==> config.mk <==
export PLATFORM = sky130hd
export DESIGN_NAME = xor_descram_rx
export DESIGN_NICKNAME = d
export VERILOG_FILES = /design/src/rtl/xor_descram_rx.sv
export SDC_FILE = /design/constraint.sdc
export NUM_CORES = 1
export LEC_CHECK = 0
export CORE_MARGIN = 3
export CORE_UTILIZATION = 44
export DETAILED_ROUTE_END_ITERATION = 7
export GPL_ROUTABILITY_DRIVEN = 0
export HOLD_SLACK_MARGIN = 0.12
export MAX_ROUTING_LAYER = met4
export PLACE_DENSITY_LB_ADDON = 0.12
export RECOVER_POWER = 25
export SKIP_CTS_REPAIR_TIMING = 1
export SLEW_MARGIN = 5
export SYNTH_ARGS = -nofsm -noshare
export SYNTH_HDL_FRONTEND = slang
export SYNTH_SLANG_ARGS = --single-unit
==> constraint.sdc <==
create_clock -name CLK -period 3.5 [get_ports CLK]
set_clock_uncertainty 0.2 [all_clocks]
set_input_delay 0.7 -clock CLK [delete_from_list [all_inputs] [get_ports CLK]]
set_output_delay 0.7 -clock CLK [all_outputs]
set_load 0.01 [all_outputs]
==> src/rtl/xor_descram_rx.sv <==
// rtl/xor_descram_rx.sv - self-synchronising x^7+x^6+1 descrambler and parity-checked frame receiver
module xor_descram_rx #(
    parameter int WIDTH = 8
) (
    input  logic             CLK,
    input  logic             RST_N,
    input  logic             S_IN,
    input  logic             S_VALID,
    input  logic             S_SOF,
    output logic [WIDTH-1:0] Y,
    output logic             Y_VALID,
    input  logic             Y_READY,
    output logic             PERR,
    output logic             FERR,
    output logic             OVF
);

    localparam int CW = $clog2(WIDTH + 1);

    typedef enum logic [1:0] {
        IDLE   = 2'd0,
        DATA   = 2'd1,
        PARITY = 2'd2
    } state_t;

    state_t           state_q, state_d;
    logic [6:0]       sr_q, sr_d;
    logic [CW-1:0]    cnt_q, cnt_d;
    logic [WIDTH-1:0] word_q, word_d;
    logic [WIDTH-1:0] y_q, y_d;
    logic             y_valid_q, y_valid_d;
    logic             perr_q, perr_d;
    logic             ferr_q, ferr_d;
    logic             ovf_q, ovf_d;

    logic             d;
    logic             done;
    logic             done_perr;
    logic [WIDTH-1:0] d_bit0;

    // Descrambled bit and the word that holds it alone in bit 0 (start of a new frame)
    always_comb begin
        d      = S_IN ^ sr_q[5] ^ sr_q[6];
        d_bit0 = {{(WIDTH-1){1'b0}}, d};
    end

    // Descrambler shift register and frame assembly FSM
    always_comb begin
        sr_d      = sr_q;
        state_d   = state_q;
        cnt_d     = cnt_q;
        word_d    = word_q;
        ferr_d    = 1'b0;
        done      = 1'b0;
        done_perr = 1'b0;
        if (S_VALID) begin
            sr_d = {sr_q[5:0], S_IN};
            case (state_q)
                IDLE: begin
                    if (S_SOF) begin
                        word_d  = d_bit0;
                        cnt_d   = CW'(1);
                        state_d = DATA;
                    end
                end
                DATA: begin
                    if (S_SOF) begin
                        // Restart: the partial word is thrown away, this bit is bit 0
                        ferr_d = 1'b1;
                        word_d = d_bit0;
                        cnt_d  = CW'(1);
                    end else begin
                        // Bits above cnt are still zero, so OR-ing in place is enough
                        word_d = word_q | (d_bit0 << cnt_q);
                        cnt_d  = cnt_q + CW'(1);
                        if (cnt_q + CW'(1) == CW'(WIDTH)) begin
                            state_d = PARITY;
                        end
                    end
                end
                PARITY: begin
                    if (S_SOF) begin
                        ferr_d  = 1'b1;
                        word_d  = d_bit0;
                        cnt_d   = CW'(1);
                        state_d = DATA;
                    end else begin
                        done      = 1'b1;
                        done_perr = d ^ (^word_q);
                        cnt_d     = '0;
                        state_d   = IDLE;
                    end
                end
                default: begin
                    state_d = IDLE;
                    cnt_d   = '0;
                end
            endcase
        end
    end

    // Single-entry output holding register with overflow tracking
    always_comb begin
        y_d       = y_q;
        y_valid_d = y_valid_q;
        perr_d    = perr_q;
        ovf_d     = ovf_q;
        if (done) begin
            if (!y_valid_q || Y_READY) begin
                y_d       = word_q;
                perr_d    = done_perr;
                y_valid_d = 1'b1;
            end else begin
                ovf_d = 1'b1;
            end
        end else if (y_valid_q && Y_READY) begin
            y_valid_d = 1'b0;
        end
    end

    // State registers with synchronous active-low reset
    always_ff @(posedge CLK) begin
        if (!RST_N) begin
            state_q   <= IDLE;
            sr_q      <= '0;
            cnt_q     <= '0;
            word_q    <= '0;
            y_q       <= '0;
            y_valid_q <= 1'b0;
            perr_q    <= 1'b0;
            ferr_q    <= 1'b0;
            ovf_q     <= 1'b0;
        end else begin
            state_q   <= state_d;
            sr_q      <= sr_d;
            cnt_q     <= cnt_d;
            word_q    <= word_d;
            y_q       <= y_d;
            y_valid_q <= y_valid_d;
            perr_q    <= perr_d;
            ferr_q    <= ferr_d;
            ovf_q     <= ovf_d;
        end
    end

    assign Y       = y_q;
    assign Y_VALID = y_valid_q;
    assign PERR    = perr_q;
    assign FERR    = ferr_q;
    assign OVF     = ovf_q;

endmodule

After elaboration in Yosys (flattened, before gate mapping)
Index checks and enable logic that the tools add are counted.
{ "totals": {"wordCells": 62, "regBits": 33} }
{ "op_classes": {"eq_ne": 8, "shift": 1, "n_mux": 22, "bitwise_logic": 5, "reduce_logical": 16, "n_addsub": 1} }
{ "ops": {"columns": ["op", "n"], "rows": [
  ["two-way mux 8 bit", 2],
  ["case mux 8 bit (2 select lines)", 1],
  ["two-way mux 1 bit", 12],
  ["case mux 4 bit (3 select lines)", 1],
  ["two-way mux 4 bit", 2],
  ["bitwise OR 8 bit", 1],
  ["AND reduction 2 bit", 4],
  ["XOR reduction 8 bit", 1],
  ["<< shifter 1 x 4 -> 8 bit", 1],
  ["two-way mux 2 bit", 3],
  ["!= test 2 bit (second input constant)", 3],
  ["case mux 2 bit (3 select lines)", 1],
  ["AND reduction 3 bit", 2],
  ["adder 4 x 1 -> 4 bit (second input constant)", 1],
  ["equality test 4 bit (second input constant)", 1],
  ["!= test 2 x 1 -> 1 bit (second input constant)", 2],
  ["AND reduction 4 bit", 1],
  ["nonzero test 2 bit", 2],
  ["OR reduction 2 bit", 2],
  ["XOR 1 bit", 3],
  ["equality test 2 x 1 -> 1 bit (second input constant)", 1],
  ["equality test 2 bit (second input constant)", 1],
  ["logical NOT 2 bit", 1],
  ["logical AND 1 bit", 1],
  ["other kinds (3)", 3]
]} }

Longest topological paths before layout
{ "depth": {"ltp_word": 6, "mapped_depth": 7} }

Worst setup path after synthesis
No wires, ideal clock.
{ "synth_timing": {"path_kind": "input to register", "start": "input port S_SOF", "end": "register y_q[0], in the netlist Y[0]", "required_time_ps": 3184, "arrival_ps": 1610, "setup_ps": 116, "setup_slack_ps": 1574, "path_stages": 6, "path_cell_list": "buf_2 -> nand3b_1 -> nor2b_1 -> buf_4 -> mux2i_1 -> nor2b_1"} }
{ "synth_between": {"elab_chain_cells": 4} }
{ "synth_lines": {"columns": ["element", "line", "text"], "rows": [
  ["start: declaration", "9", "input logic S_SOF,"],
  ["two-way mux 1 bit", "82", "if (S_SOF) begin"],
  ["two-way mux 1 bit", "58", "case (state_q)"],
  ["two-way mux 1 bit", "56", "if (S_VALID) begin"],
  ["AND reduction 2 bit (no source line)", null, null],
  ["end signal: assignment", "138", "y_q <= y_d;"],
  ["end: declaration", "30", "logic [WIDTH-1:0] y_q, y_d;"]
]} }
Every way passes these cells.
A chain may end at the register's enable or synchronous reset.

Worst setup path in the final report
{ "layout_timing": {"start": "input port S_VALID", "end": "register perr_q, in the netlist PERR"} }
{ "layout_between": {"elab_chain_cells": 2} }
{ "layout_lines": {"columns": ["element", "line", "text"], "rows": [
  ["start: declaration", "8", "input logic S_VALID,"],
  ["two-way mux 1 bit", "56", null],
  ["AND reduction 2 bit (no source line)", null, null],
  ["end signal: assignment", "140", "perr_q <= perr_d;"],
  ["end: declaration", "32", "logic perr_q, perr_d;"]
]} }
Parallel ways exist; a longest one is shown, timed or not.

==> impl.org <==
** Worst setup path
- For the worst setup path, the data required time is 3.56 ns.
- Cell family contributing the most delay on the critical path :: buffers and inverters
- On the critical path, the stage with the largest delay is an instance of sky130_fd_sc_hd__clkdlybuf4s50_1.
- On the worst path, the slowest cell contributes a delay of 0.54 ns.
- CP Cell Sequence :: clkdlybuf4s50_1, buf_4, nand3b_1, nor2b_1, buf_4, nand2_1, or3_1, o211ai_2
- Arrival time at the worst endpoint :: 2.41 ns
- In this run the worst path has a maximum fanout of 11.
- The worst setup path is of the input port to register kind.
- STA classifies the critical path endpoint as a register.
- Startpoint types :: input port
- Worst path buffer plus inverter count :: 3
- Cell with the most instances on the worst path :: sky130_fd_sc_hd__buf_4

** Logic synthesis
- For this run, the number of Yosys warnings is 0.
- Count of unique library cells instantiated by Yosys :: 37
- For this run, the register share of the synthesized area comes to 0.429.
- Share of flip-flops with an asynchronous set or reset :: 0
- Biggest area contributors in the synthesized netlist :: sky130_fd_sc_hd__dfxtp_1 (43%), sky130_fd_sc_hd__mux2i_1 (9.8%), sky130_fd_sc_hd__nor2b_1 (8.5%)
- Post-synthesis net count :: 174
- For this run, the leading register cell type out of synthesis is sky130_fd_sc_hd__dfxtp_1.
- The synthesized netlist occupies a cell area of 1540 µm².
- Counting flops and latches in the post-synthesis netlist gives 33.
- Gate Count Post-Synth :: 163
- In this run, synthesis inferred 0 flip-flops with an integrated enable.
- Syn avg cell area :: 9.44 µm²
- Of the post-synthesis cell area, the dominant cell type holds 0.429.
- Most area-hungry cell type in the Yosys netlist :: sky130_fd_sc_hd__dfxtp_1

** Drt
- First-pass DRT Iterations :: 4
- Via density per instance :: 5.02
- Number of vias in the routed layout :: 1135
- For this block, the initial DRC count from the detailed router was 34.
- Once detail routing completed, the nets flagged for antenna violations numbered 0.
- Routed length per placed instance :: 12.3 µm
- For this block, the routed nets add up to 2780 µm of wire.
- DRC errors left :: 0

** Place
- Input/output buffers :: 17
- Summed over all nets, the half-perimeter wirelength after detailed placement is 2010 µm.

** Die
- Top-level port count :: 18
- Initial cell density of the core :: 0.480
- Horizontal die dimension :: 65.1 µm
- In this run the standard cell core region covers 3200 µm².
- Floorplan die height :: 65.1 µm
- Row count :: 20
- Die area :: 4240 µm²

** GRT
- Global-route wire length before repair :: 4890 µm
- Overall track demand over capacity in global routing :: 0.154
- The number of global-route vias before repair came to 1114.
- Grt ovf :: 0
- The initial antenna violation count was 0.
- Entering global routing, the biggest net connects 17 pins.

** Clock tree
- CTS tree :: yes
- The root buffer cell chosen for the clock tree is sky130_fd_sc_hd__clkbuf_4.
- After clock tree synthesis, the clock-pin slew on the worst setup and hold paths is 0.09 ns.
- Number of levels the H-tree was split into :: 2
- Maximum clock insertion buffer count :: 2
- Clock insertion delay at the later pin of the skew report :: 0.32 ns
- TritonCTS created 5 clock buffers.
- Clock tree synthesis found a total of 33 sinks.

** Cells and area
- Area growth from synthesis to layout :: 16.5%
- Fin nets :: 194
- The repair_antennas step left the layout with diodes totalling 0.
- Of the cells placed in the final design, the portion with a size suffix greater than 1 is 0.0495.
- Fill cells in the final layout number 315.
- Fin util :: 0.560

** Job
- Maximum Capacitance Violations :: 0

** STA
- Final hold violation count :: 0
- Setup violations remaining at the end of the flow were counted as 0.
- Measured against its own limit, the worst slew margin works out to 0.628.
- Setup repair after global routing left no endpoint under its margin.
- Final-layout setup total negative slack :: 0 ns
- The max-slew violation count came to 0.
- Dividing the final minimum period by the clock period gives 0.672.
- Derived from the worst setup path, the maximum achievable clock frequency is 0.425 GHz.
- For the pin with the worst max-slew slack, the measured transition is 0.558 ns.
- The routed design could run at a clock period as short as 2.35 ns.

** Outcome
- Status :: finished, final reports clean

** Pwr
- Power spread over the standard cell area amounts to 357 nW/µm².
- Leakage component of the power :: 0.660 nW
- Net load switching power :: 0.000158 W
- Clock network power share :: 0.286
- The internal power of the cells totals 0.000483 W.
- Across the VDD grid, the largest voltage drop is 0.000174 V.
- Fraction of power consumed by sequential logic :: 0.606
- Sw frac :: 0.246
- Of the total power, combinational logic draws 0.108.

** Worst hold path
- Kind of path behind the tightest hold check :: register to register
## power by group through the flow
stage	logic, W	registers, W	clock network (W)
finish	0.0000694	0.000388	0.000183
global route	0.0000769	0.000390	0.000212
CTS	0.0000697	0.000388	0.000196
detailed placement	0.0000693	0.000397	0
global placement	0.0000680	0.000397	0
floorplan	0.0000501	0.000396	0
## cell usage in the layout, fill, tap and decap left out, drive strengths merged, types with 5 or more instances in the layout
master          n
mux2i          15
inv             5
a21oi           5
clkbuf          6
ha              5
o21ai           5
nor2b          21
nor2           13
xnor2           8
nand2           9
clkdlybuf4s50  16
dfxtp          33
## state kept, by name (all words and copies together) (netlist names)
signal,flops
Y,8
word_q,8
sr_q,7
cnt_q,4
state_q,2
FERR,1
OVF,1
PERR,1
Y_VALID,1
## routing by layer
layer | wire length, µm | share of wire | vias to the layer above | track usage
met5 | 0 | 0 | - | -
met2 | 1170 | 0.42 | 26 | 0.234
met3 | 148 | 0.053 | 6 | 0.0547
met4 | 51 | 0.018 | 0 | 0.0622
met1 | 1410 | 0.51 | 508 | 0.188
li1 | - | - | 595 | -
## layout make-up
cell class / instances / area (µm²) / share of cell area
multi-input combinational: 118 / 827 / 0.461
sequential: 33 / 661 / 0.368
timing repair buffer: 20 / 189 / 0.105
tap: 44 / 55.1 / 0.0307
clock buffer: 5 / 37.5 / 0.0209
inverter: 5 / 18.8 / 0.0105
clock inverter: 1 / 5.00 / 0.00279
## final timing paths
| path | startpoint | endpoint | slack [ns] | cells past startpoint |
|---|---|---|---|---|
| max | S_VALID | PERR | 1.15 | 8 |
| min | OVF | OVF | 0.28 | 1 |
| max reg2reg | state_q[0] | cnt_q[3] | 1.51 | 6 |
| min reg2reg | OVF | OVF | 0.28 | 1 |
## cell families (layout without fill, tap and decap cells)
group,Yosys count,after routing,synth area share
AO/OA/AOI/OAI,26,26,0.116
XOR/XNOR,9,9,0.0610
adder cells (fa/ha/maj),5,5,0.0407
buffers and inverters,12,31,0.0333
flip-flops,33,33,0.429
multiplexers,15,15,0.0976
AND/OR/NAND/NOR,63,63,0.222
## Yosys cell counts (3+ instances only)
master	number
sky130_fd_sc_hd__and2_1	3
sky130_fd_sc_hd__inv_1	5
sky130_fd_sc_hd__o21ai_0	4
sky130_fd_sc_hd__nand3_1	3
sky130_fd_sc_hd__nor2b_1	21
sky130_fd_sc_hd__nor2_1	13
sky130_fd_sc_hd__a31oi_1	3
sky130_fd_sc_hd__dfxtp_1	33
sky130_fd_sc_hd__nand2b_1	3
sky130_fd_sc_hd__mux2i_1	15
sky130_fd_sc_hd__nor3_1	3
sky130_fd_sc_hd__ha_1	5
sky130_fd_sc_hd__xnor2_1	8
sky130_fd_sc_hd__a21oi_1	5
sky130_fd_sc_hd__clkbuf_1	4
sky130_fd_sc_hd__nand2_1	9
## metrics by stage
stage	setup slack (ns)	cell area (µm²)	hold slack, ns	instances	total power (W)
final	1.15	1790	0.278	226	0.000641
after global routing	1.07	1790	0.318	226	0.000678
after CTS	1.16	1800	0.289	226	0.000654
after detailed placement	0.811	1750	0.268	220	0.000467
after global placement	0.854	1750	0.247	220	0.000465
after floorplan	1.57	1540	0.259	163	0.000446
No activity file was read; power rests on OpenSTA's default activity.
